<file path="src/rtl/yarp_mc_ctrl_if.sv">
// Control-path bundle between yarp_mc_ctrl (master) and the datapath/memory side (slave).
// Perf counter signals exist only when YARP_MC_PERF_CNT_EN is defined.
interface yarp_mc_ctrl_if;
  logic       r_type_instr_i;
  logic       i_type_instr_i;
  logic       s_type_instr_i;
  logic       b_type_instr_i;
  logic       u_type_instr_i;
  logic       j_type_instr_i;
  logic [6:0] op_i;
  logic       imem_ack_i;
  logic       dmem_ack_i;
  logic       imem_req_o;
  logic       ir_we_o;
  logic       dmem_req_o;
  logic       dmem_wr_o;
  logic       rf_we_o;
  logic       pc_we_o;
  logic       illegal_instr_o;
  logic       fetch_err_o;
  logic [2:0] state_o;
`ifdef YARP_MC_PERF_CNT_EN
  logic [63:0] cycle_cnt_o;
  logic [63:0] instret_cnt_o;
`endif

  modport master (
    input  r_type_instr_i, i_type_instr_i, s_type_instr_i, b_type_instr_i,
    input  u_type_instr_i, j_type_instr_i, op_i, imem_ack_i, dmem_ack_i,
    output imem_req_o, ir_we_o, dmem_req_o, dmem_wr_o, rf_we_o, pc_we_o,
    output illegal_instr_o, fetch_err_o, state_o
`ifdef YARP_MC_PERF_CNT_EN
    , output cycle_cnt_o, instret_cnt_o
`endif
  );

  modport slave (
    output r_type_instr_i, i_type_instr_i, s_type_instr_i, b_type_instr_i,
    output u_type_instr_i, j_type_instr_i, op_i, imem_ack_i, dmem_ack_i,
    input  imem_req_o, ir_we_o, dmem_req_o, dmem_wr_o, rf_we_o, pc_we_o,
    input  illegal_instr_o, fetch_err_o, state_o
`ifdef YARP_MC_PERF_CNT_EN
    , input cycle_cnt_o, instret_cnt_o
`endif
  );
endinterface

</file>
<file path="src/rtl/yarp_mc_ctrl.sv">
// Multicycle FETCH/DECODE/EXEC/MEM/WB sequencer for the yarp core; holds no datapath values.
// Define YARP_MC_PERF_CNT_EN to add 64-bit cycle and retired-instruction counters.
module yarp_mc_ctrl #(
  parameter int FETCH_TIMEOUT = 16
) (
  input logic            clk,
  input logic            reset,
  yarp_mc_ctrl_if.master bus
);

  localparam logic [2:0] S_RESET  = 3'd0;
  localparam logic [2:0] S_FETCH  = 3'd1;
  localparam logic [2:0] S_DECODE = 3'd2;
  localparam logic [2:0] S_EXEC   = 3'd3;
  localparam logic [2:0] S_MEM    = 3'd4;
  localparam logic [2:0] S_WB     = 3'd5;
  localparam logic [2:0] S_HALT   = 3'd6;

  localparam int CNT_W = (FETCH_TIMEOUT > 1) ? $clog2(FETCH_TIMEOUT + 1) : 1;
  localparam logic [CNT_W-1:0] TO_LIMIT = CNT_W'(FETCH_TIMEOUT);

  logic [2:0]       state;
  logic [2:0]       state_nxt;
  logic [CNT_W-1:0] to_cnt;
  logic [CNT_W-1:0] to_cnt_inc;
  logic             illegal_q;
  logic             fetch_err_q;
  logic             to_hit;
  logic             ill_set;

  logic is_i, is_s, is_b, is_load, any_type;

  // Flags should be one-hot; if not, r > i > s > b > u > j decides.
  assign is_i     = !bus.r_type_instr_i && bus.i_type_instr_i;
  assign is_s     = !bus.r_type_instr_i && !bus.i_type_instr_i && bus.s_type_instr_i;
  assign is_b     = !bus.r_type_instr_i && !bus.i_type_instr_i && !bus.s_type_instr_i
                    && bus.b_type_instr_i;
  assign is_load  = is_i && (bus.op_i == 7'h03);
  assign any_type = bus.r_type_instr_i | bus.i_type_instr_i | bus.s_type_instr_i |
                    bus.b_type_instr_i | bus.u_type_instr_i | bus.j_type_instr_i;

  assign to_cnt_inc = to_cnt + 1'b1;

  always_comb begin
    state_nxt = state;
    to_hit    = 1'b0;
    ill_set   = 1'b0;
    case (state)
      S_RESET:  state_nxt = S_FETCH;
      S_FETCH: begin
        if (bus.imem_ack_i) begin
          state_nxt = S_DECODE;
        end else if ((FETCH_TIMEOUT != 0) && (to_cnt_inc == TO_LIMIT)) begin
          state_nxt = S_HALT;
          to_hit    = 1'b1;
        end
      end
      S_DECODE: begin
        if (!any_type) begin
          state_nxt = S_HALT;
          ill_set   = 1'b1;
        end else begin
          state_nxt = S_EXEC;
        end
      end
      S_EXEC: begin
        if (is_load || is_s) state_nxt = S_MEM;
        else if (is_b)       state_nxt = S_FETCH;
        else                 state_nxt = S_WB;
      end
      S_MEM: begin
        if (bus.dmem_ack_i) state_nxt = is_s ? S_FETCH : S_WB;
      end
      S_WB:     state_nxt = S_FETCH;
      S_HALT:   state_nxt = S_HALT;
      default:  state_nxt = S_RESET;
    endcase
  end

  always_ff @(posedge clk) begin
    if (reset) begin
      state       <= S_RESET;
      to_cnt      <= '0;
      illegal_q   <= 1'b0;
      fetch_err_q <= 1'b0;
    end else begin
      state       <= state_nxt;
      // Counts consecutive un-acked FETCH cycles; any exit from FETCH restarts it.
      to_cnt      <= (state == S_FETCH && state_nxt == S_FETCH) ? to_cnt_inc : '0;
      illegal_q   <= illegal_q | ill_set;
      fetch_err_q <= fetch_err_q | to_hit;
    end
  end

  assign bus.imem_req_o      = (state == S_FETCH);
  assign bus.ir_we_o         = (state == S_FETCH) && bus.imem_ack_i;
  assign bus.dmem_req_o      = (state == S_MEM);
  assign bus.dmem_wr_o       = (state == S_MEM) && is_s;
  assign bus.rf_we_o         = (state == S_WB);
  assign bus.pc_we_o         = ((state == S_EXEC) && is_b) ||
                               ((state == S_MEM) && bus.dmem_ack_i && is_s) ||
                               (state == S_WB);
  assign bus.illegal_instr_o = illegal_q;
  assign bus.fetch_err_o     = fetch_err_q;
  assign bus.state_o         = state;

`ifdef YARP_MC_PERF_CNT_EN
  logic [63:0] cycle_cnt;
  logic [63:0] instret_cnt;

  always_ff @(posedge clk) begin
    if (reset) begin
      cycle_cnt   <= '0;
      instret_cnt <= '0;
    end else begin
      if (state != S_RESET && state != S_HALT) cycle_cnt <= cycle_cnt + 64'd1;
      if (bus.pc_we_o) instret_cnt <= instret_cnt + 64'd1;
    end
  end

  assign bus.cycle_cnt_o   = cycle_cnt;
  assign bus.instret_cnt_o = instret_cnt;
`endif

endmodule

</file>
<file path="src/flat_wrapper.sv">
// flat-port wrapper written by rule: the top's interface ports become plain ports
module yarp_mc_ctrl_flat 
#(
  parameter int FETCH_TIMEOUT = 16
)
  (clk, reset, bus_r_type_instr_i, bus_i_type_instr_i, bus_s_type_instr_i, bus_b_type_instr_i, bus_u_type_instr_i, bus_j_type_instr_i, bus_op_i, bus_imem_ack_i, bus_dmem_ack_i, bus_imem_req_o, bus_ir_we_o, bus_dmem_req_o, bus_dmem_wr_o, bus_rf_we_o, bus_pc_we_o, bus_illegal_instr_o, bus_fetch_err_o, bus_state_o);
  yarp_mc_ctrl_if bus_i ();
  input logic clk;
  input logic reset;
  input wire logic [$bits(bus_i.r_type_instr_i)-1:0] bus_r_type_instr_i;
  input wire logic [$bits(bus_i.i_type_instr_i)-1:0] bus_i_type_instr_i;
  input wire logic [$bits(bus_i.s_type_instr_i)-1:0] bus_s_type_instr_i;
  input wire logic [$bits(bus_i.b_type_instr_i)-1:0] bus_b_type_instr_i;
  input wire logic [$bits(bus_i.u_type_instr_i)-1:0] bus_u_type_instr_i;
  input wire logic [$bits(bus_i.j_type_instr_i)-1:0] bus_j_type_instr_i;
  input wire logic [$bits(bus_i.op_i)-1:0] bus_op_i;
  input wire logic [$bits(bus_i.imem_ack_i)-1:0] bus_imem_ack_i;
  input wire logic [$bits(bus_i.dmem_ack_i)-1:0] bus_dmem_ack_i;
  output wire logic [$bits(bus_i.imem_req_o)-1:0] bus_imem_req_o;
  output wire logic [$bits(bus_i.ir_we_o)-1:0] bus_ir_we_o;
  output wire logic [$bits(bus_i.dmem_req_o)-1:0] bus_dmem_req_o;
  output wire logic [$bits(bus_i.dmem_wr_o)-1:0] bus_dmem_wr_o;
  output wire logic [$bits(bus_i.rf_we_o)-1:0] bus_rf_we_o;
  output wire logic [$bits(bus_i.pc_we_o)-1:0] bus_pc_we_o;
  output wire logic [$bits(bus_i.illegal_instr_o)-1:0] bus_illegal_instr_o;
  output wire logic [$bits(bus_i.fetch_err_o)-1:0] bus_fetch_err_o;
  output wire logic [$bits(bus_i.state_o)-1:0] bus_state_o;
  assign bus_i.r_type_instr_i = bus_r_type_instr_i;
  assign bus_i.i_type_instr_i = bus_i_type_instr_i;
  assign bus_i.s_type_instr_i = bus_s_type_instr_i;
  assign bus_i.b_type_instr_i = bus_b_type_instr_i;
  assign bus_i.u_type_instr_i = bus_u_type_instr_i;
  assign bus_i.j_type_instr_i = bus_j_type_instr_i;
  assign bus_i.op_i = bus_op_i;
  assign bus_i.imem_ack_i = bus_imem_ack_i;
  assign bus_i.dmem_ack_i = bus_dmem_ack_i;
  assign bus_imem_req_o = bus_i.imem_req_o;
  assign bus_ir_we_o = bus_i.ir_we_o;
  assign bus_dmem_req_o = bus_i.dmem_req_o;
  assign bus_dmem_wr_o = bus_i.dmem_wr_o;
  assign bus_rf_we_o = bus_i.rf_we_o;
  assign bus_pc_we_o = bus_i.pc_we_o;
  assign bus_illegal_instr_o = bus_i.illegal_instr_o;
  assign bus_fetch_err_o = bus_i.fetch_err_o;
  assign bus_state_o = bus_i.state_o;
  yarp_mc_ctrl #(.FETCH_TIMEOUT(FETCH_TIMEOUT)) u_core (.clk(clk), .reset(reset), .bus(bus_i));
endmodule
</file>
<file path="config.mk">
export PLATFORM = sky130hd
export DESIGN_NAME = yarp_mc_ctrl_flat
export DESIGN_NICKNAME = d
export VERILOG_FILES = /design/src/rtl/yarp_mc_ctrl_if.sv /design/src/rtl/yarp_mc_ctrl.sv /design/src/flat_wrapper.sv
export SDC_FILE = /design/constraint.sdc
export NUM_CORES = 1
export LEC_CHECK = 0
export ABC_CLOCK_PERIOD_IN_PS = 2830
export CAP_MARGIN = 40
export CORE_UTILIZATION = 43
export CTS_CLUSTER_DIAMETER = 200
export DETAILED_ROUTE_END_ITERATION = 8
export PLACE_DENSITY_LB_ADDON = 0.1
export SLEW_MARGIN = 20
export SYNTH_ARGS = -nofsm -noshare
export SYNTH_HDL_FRONTEND = slang
export SYNTH_SLANG_ARGS = --single-unit
</file>
<file path="constraint.sdc">
create_clock -name clk -period 2.83 [get_ports clk]
set_input_delay 0.7075 -clock clk [delete_from_list [all_inputs] [get_ports clk]]
set_output_delay 0.7075 -clock clk [all_outputs]
set_load 0.01 [all_outputs]
</file>
## Word level (Yosys, flattened, before mapping)

Index checks and enable logic that the tools add are counted.

| cells by class | value |
|---|---|
| $add $sub $neg | 1 |
| multipliers | 0 |
| divide/modulo/power cells | 0 |
| $lt $le $gt $ge | 0 |
| eq/ne operators | 9 |
| shift-type cells | 0 |
| mux-type cells | 13 |
| bitwise operators | 8 |
| reduce and logical (&&, ||, !) cells | 21 |

Operators with widths:

| operator | count |
|---|---|
| two-way mux 3 bit | 7 |
| case mux 3 bit (6 select lines) | 1 |
| logical AND 1 bit | 12 |
| == test 3 bit (second input constant) | 3 |
| == test 7 x 2 -> 1 bit (second input constant) | 1 |
| bitwise OR 1 bit | 7 |
| == test 3 x 1 -> 1 bit (second input constant) | 2 |
| == test 3 x 2 -> 1 bit (second input constant) | 2 |
| adder 5 x 1 -> 5 bit (second input constant) | 1 |
| == test 5 bit (second input constant) | 1 |
| two-way mux 1 bit | 5 |
| OR reduction 2 bit | 2 |
| zero test 1 bit | 3 |
| zero test 3 bit | 1 |
| logical OR 1 bit | 3 |
| NOT 1 bit | 1 |

| storage, ports and cells | value |
|---|---|
| register bits | 10 |
| bits in latches | 0 |
| RAM bits | 0 |
| memory bits (read-only) | 0 |
| input port bits | 17 |
| output and inout port bits | 11 |
| word-level logic and storage cells | 56 |
| memories kept | 0 |

## Longest topological paths before layout

| depth | value |
|---|---|
| depth in word-level cells | 11 |
| depth in mapped cells | 6 |
| gate-level depth less buffers | 5 |

## Worst setup path after synthesis

No wires, ideal clock.

| path | value |
|---|---|
| path kind | input-to-output |
| start | input port bus_r_type_instr_i |
| end | output port bus_pc_we_o |
| arrival | 1.305 ns |
| data required time | 2.122 ns |
| path slack | 0.817 ns |
| stages on the path | 4 |
| path buffers | 0 |
| cells stage by stage | nor3_1 > nand2_1 > o21ai_0 > o2bb2ai_1 |

| between the ends | value |
|---|---|
| word-level cells in the longest chain between the ends | 7 |
| elaborated cells on any way between the ends | 9 |
| classes of those cells | reduce/logical (9) |

RTL lines:

| what | RTL line | RTL |
|---|---|---|
| start: declaration | flat_wrapper.sv:10 | `input wire logic [$bits(bus_i.r_type_instr_i)-1:0] bus_r_type_instr_i;` |
| zero test 1 bit * | yarp_mc_ctrl.sv:35, yarp_mc_ctrl.sv:36 |  |
| logical AND 1 bit * | yarp_mc_ctrl.sv:35, yarp_mc_ctrl.sv:36 |  |
| logical AND 1 bit | yarp_mc_ctrl.sv:36 | `assign is_b = !bus.r_type_instr_i && !bus.i_type_instr_i && !bus.s_type_instr_i` |
| logical AND 1 bit | yarp_mc_ctrl.sv:37 | `&& bus.b_type_instr_i;` |
| logical AND 1 bit | yarp_mc_ctrl.sv:100 | `assign bus.pc_we_o = ((state == S_EXEC) && is_b) \|\|` |
| logical OR 1 bit * | yarp_mc_ctrl.sv:100 |  |
| logical OR 1 bit * | yarp_mc_ctrl.sv:101 | `((state == S_MEM) && bus.dmem_ack_i && is_s) \|\|` |
| end: declaration | flat_wrapper.sv:24 | `output wire logic [$bits(bus_i.pc_we_o)-1:0] bus_pc_we_o;` |

Mark *: on every way between the ends. The rest lies on a longest branch, timed or not.

## Worst setup path after layout

| path | value |
|---|---|
| start | input port bus_s_type_instr_i |
| end | output port bus_pc_we_o |

| between the ends | value |
|---|---|
| word-level cells in the longest chain between the ends | 6 |
| elaborated cells on any way between the ends | 8 |
| classes of those cells | reduce/logical (8) |

RTL lines:

| what | RTL line | RTL |
|---|---|---|
| start: declaration | flat_wrapper.sv:12 | `input wire logic [$bits(bus_i.s_type_instr_i)-1:0] bus_s_type_instr_i;` |
| zero test 1 bit | yarp_mc_ctrl.sv:36 |  |
| logical AND 1 bit | yarp_mc_ctrl.sv:36 |  |
| logical AND 1 bit | yarp_mc_ctrl.sv:37 |  |
| logical AND 1 bit | yarp_mc_ctrl.sv:100 |  |
| logical OR 1 bit * | yarp_mc_ctrl.sv:100 |  |
| logical OR 1 bit * | yarp_mc_ctrl.sv:101 |  |

Marks and branches as above.

==> qor.log <==
[outcome] status complete, no violations
[logic_synthesis] register bit count reported by yosys 10
[logic_synthesis] part of the Yosys area used for sequential elements 0.323
[logic_synthesis] share of Yosys cell area claimed by the top area cell type 0.323
[grt] largest net degree at the start of global routing 13
[timing] number of pins with negative max-slew slack in the final report 0
[floorplan] Floorplan Core Area 1320 µm²
[floorplan] site row count 13
[detailed_routing] DRC violations left 0
[detailed_routing] Antenna Violating Nets Remaining 0
[logic_synthesis] number of different library cells in the post-synthesis netlist 33
[detailed_routing] top layer used by detailed routing met4
[worst_setup_path] crit-path leading delay family buffers and inverters
[logic_synthesis] area leader, netlist sky130_fd_sc_hd__dfxtp_1
[grt] grt total ovfl 0
[clocking] clock sink count 10
[timing] final setup margin 0.137 ns
[timing] final-layout setup total negative slack 0 ns
[clocking] setup fix buffers added after clock tree synthesis 0
[worst_setup_path] slowest cell on the critical path sky130_fd_sc_hd__clkdlybuf4s50_1
[worst_setup_path] required time of the critical path 2.12 ns
[logic_synthesis] Warnings, synthesis 0
[floorplan] die outline width 40.0 µm
[grt] global-route wire length before repair 2020 µm
[detailed_routing] Avg WL per Cell 11.6 µm
[cells_and_area] utilization after layout 0.723
[cells_and_area] post-route cell area 952 µm²
[hold_path] worst hold path cell count 2
[logic_synthesis] mean instance size in the synthesized netlist 8.04 µm²
[worst_setup_path] Crit Path Max Fanout 2
[detailed_routing] met3 layer wire length in the routed design 92 µm
[worst_setup_path] Critical Path Stages 6
[worst_setup_path] Worst Reg-to-Reg Cells 5
[timing] Min Clock Period, post-route 2.69 ns
[clocking] clock tree from TritonCTS done
[placed_design] weighted congestion reported at the end of routability-driven placement 0.817
[worst_setup_path] cell-by-cell listing of the critical path clkdlybuf4s50_1, nor3_2, nand2_1, o21ai_0, o2bb2ai_1, clkdlybuf4s15_1
[cells_and_area] share of final-layout standard cells stronger than drive strength 1 0.165
[detailed_routing] detailed-route via count 653
[placed_design] placed cell areas 912 µm²
[timing] final hold viol count 0
[clocking] insertion delay to the later sink of the worst-skew pair 0.27 ns
[detailed_routing] length of routed met2 wiring 694 µm
[detailed_routing] wire length on met1 615 µm
[pwr] peak supply drop 0.000293 V
[logic_synthesis] net count after synthesis 96
[cells_and_area] total number of nets in the final design 129
[timing] clk_skew 0.00116 ns
[worst_setup_path] reg-to-reg slack, setup 1.18 ns
[timing] number of setup violations in the final report 0
[clocking] number of buffers added by the clock tree synthesis step 3
[clocking] Max Buffers Root-to-Sink 2
[detailed_routing] via density per instance 5.27
[logic_synthesis] number of flops mapped to enable cells by yosys 0
[pwr] Leak Pwr 0.347 nW
[detailed_routing] final wirelength 1440 µm
[job] MaxCap Viol Count 0
[logic_synthesis] synth top area cells sky130_fd_sc_hd__dfxtp_1 32%, sky130_fd_sc_hd__nor2_1 9.1%, sky130_fd_sc_hd__ha_1 4.0%
[timing] post-route fraction of the period consumed by the critical path 0.952
[worst_setup_path] number of buffer and inverter instances along the worst setup path 2
[worst_setup_path] endpoint type of the worst setup path primary output
[placed_design] total of buffers placed on input and output ports 27
[cells_and_area] Area growth, synth to finish 53.7%
[logic_synthesis] commonest register cell after synthesis sky130_fd_sc_hd__dfxtp_1
[clocking] root cell of the clock tree sky130_fd_sc_hd__clkbuf_4
[worst_setup_path] R2R Path Start u_core.bus.state_o[0]
[timing] transition at the pin with the smallest max-transition slack 0.638 ns
[floorplan] Total Die Area 1600 µm²
[cells_and_area] commonest cells after routing, fill and taps aside 25 x sky130_fd_sc_hd__clkdlybuf4s50_1, 15 x sky130_fd_sc_hd__nor2_1, 10 x sky130_fd_sc_hd__dfxtp_1, 6 x sky130_fd_sc_hd__nand2_1
[worst_setup_path] reg-to-reg critical path endpoint u_core.to_cnt[3]
[clocking] post-CTS clock slew at the launch and capture registers of the worst setup and hold paths 0.06 ns
[detailed_routing] number of optimization iterations in the first detailed-route pass 4
[placed_design] setup slack at placement -0.181 ns
[logic_synthesis] gate count after technology mapping 77
[worst_setup_path] Critical Path End bus_pc_we_o
[floorplan] effective utilization at floorplan 0.470
[logic_synthesis] fraction of synthesis flops using an asynchronous set or reset pin 0
[placed_design] half-perimeter wire length of the detailed placement result 1160 µm
[floorplan] DIE HEIGHT 40.0 µm
[logic_synthesis] netlist area before placement 619 µm²
[worst_setup_path] crit-path max cell delay 0.44 ns
[worst_setup_path] Worst Path Class, Setup in -> out
[grt] number of antenna violations at the first check in global routing 0
[grt] number of global-route vias before repair 505
[clocking] number of hold buffers added after CTS 0
[pwr] Power, Total 0.000365 W
[clocking] H-Tree Depth 1
[worst_setup_path] startpoint type of the worst setup path input port
[cells_and_area] diode insertion count for antenna repair 0
[pwr] Power per Cell Area 384 nW/µm²
[hold_path] worst hold path class reg -> reg
[grt] total global routing track utilization 0.212
[timing] setup repair after global routing missed its margin no
[worst_setup_path] source of the critical timing path bus_s_type_instr_i
[worst_setup_path] Arrival @ worst endpoint 1.99 ns
[floorplan] number of top-level pins 28
[timing] Max Clock Freq 371 MHz
[detailed_routing] violation count after the first detailed-route iteration 13
[cells_and_area] most common cell after layout, fill and taps aside sky130_fd_sc_hd__clkdlybuf4s50_1
[timing] relative slew slack 0.569
-- metal layers --
| layer | vias to the layer above | global-route usage |
|---|---|---|
| met5 | - | 0 |
| met4 | 0 | 0.155 |
| met3 | 4 | 0.0833 |
| met2 | 27 | 0.363 |
| met1 | 282 | 0.204 |
| li1 | 340 | - |
-- through the flow --
step	std cells	hold WS, ns
after floorplan	77	0.433
after global placement	120	0.440
after detailed placement	120	0.449
after CTS	124	0.457
after global routing	124	0.473
final	124	0.451
-- state kept, by name (all words and copies together) (netlist names) --
| name | flops |
|---|---|
| u_core.to_cnt | 5 |
| u_core.bus.fetch_err_o | 1 |
| u_core.bus.state_o | 3 |
| u_core.bus.illegal_instr_o | 1 |
-- kinds of logic after synthesis --
family | synth area share
adder cells (fa/ha/maj) | 0.0404
XOR/XNOR | 0.0566
AO/OA/AOI/OAI | 0.194
flip-flops | 0.323
AND/OR/NAND/NOR | 0.317
buffers and inverters | 0.0687
-- synthesized netlist by cell type (2+ instances only) --
cell,count
sky130_fd_sc_hd__nor2_1,15
sky130_fd_sc_hd__dfxtp_1,10
sky130_fd_sc_hd__nand2_1,6
sky130_fd_sc_hd__nand3_1,4
sky130_fd_sc_hd__a21oi_1,3
sky130_fd_sc_hd__inv_1,3
sky130_fd_sc_hd__a31o_2,2
sky130_fd_sc_hd__a31oi_1,2
sky130_fd_sc_hd__buf_6,2
sky130_fd_sc_hd__ha_1,2
sky130_fd_sc_hd__nor3_1,2
sky130_fd_sc_hd__o21ai_0,2
sky130_fd_sc_hd__o2bb2ai_1,2
sky130_fd_sc_hd__xnor2_1,2
sky130_fd_sc_hd__xor2_1,2
-- tightest hold or removal path, stage by stage, from the launching register on --
cell,delay [ns]
sky130_fd_sc_hd__dfxtp_1,0.31
sky130_fd_sc_hd__inv_1,0.05
sky130_fd_sc_hd__a21oi_1,0.05
-- what timing repair did --
action	4_1_cts	5_1_grt
gates resized for setup	3	1
pin swaps	0	1
setup endpoints to repair	2	1
-- final cells by class --
cell class	instances	area [µm²]
repair buffers	31	299
fillers	117	365
clock buffers	4	36.3
inverters	4	16.3
multi-input cells	60	382
well taps	15	18.8
flip-flops and latches	10	200
-- power breakdown --
| part | internal, W | leakage (nW) | switching [W] |
|---|---|---|---|
| Sequential | 0.000145 | 0.0811 | 0.00000951 |
| Combinational | 0.0000527 | 0.245 | 0.0000287 |
| Clock | 0.0000783 | 0.0210 | 0.0000509 |
| Total | 0.000276 | 0.347 | 0.0000891 |
-- how the worst min path moves through the flow --
stage                      startpoint                      to  slack [ns]
3_5_place_dp   u_core.bus.fetch_err_o  u_core.bus.fetch_err_o        0.45
6_report       u_core.bus.fetch_err_o  u_core.bus.fetch_err_o        0.45
2_1_floorplan        u_core.to_cnt[0]        u_core.to_cnt[0]        0.43
4_1_cts        u_core.bus.fetch_err_o  u_core.bus.fetch_err_o        0.46
5_1_grt        u_core.bus.fetch_err_o  u_core.bus.fetch_err_o        0.47
3_3_place_gp   u_core.bus.fetch_err_o  u_core.bus.fetch_err_o        0.44
(Power assumes the default switching activity.)
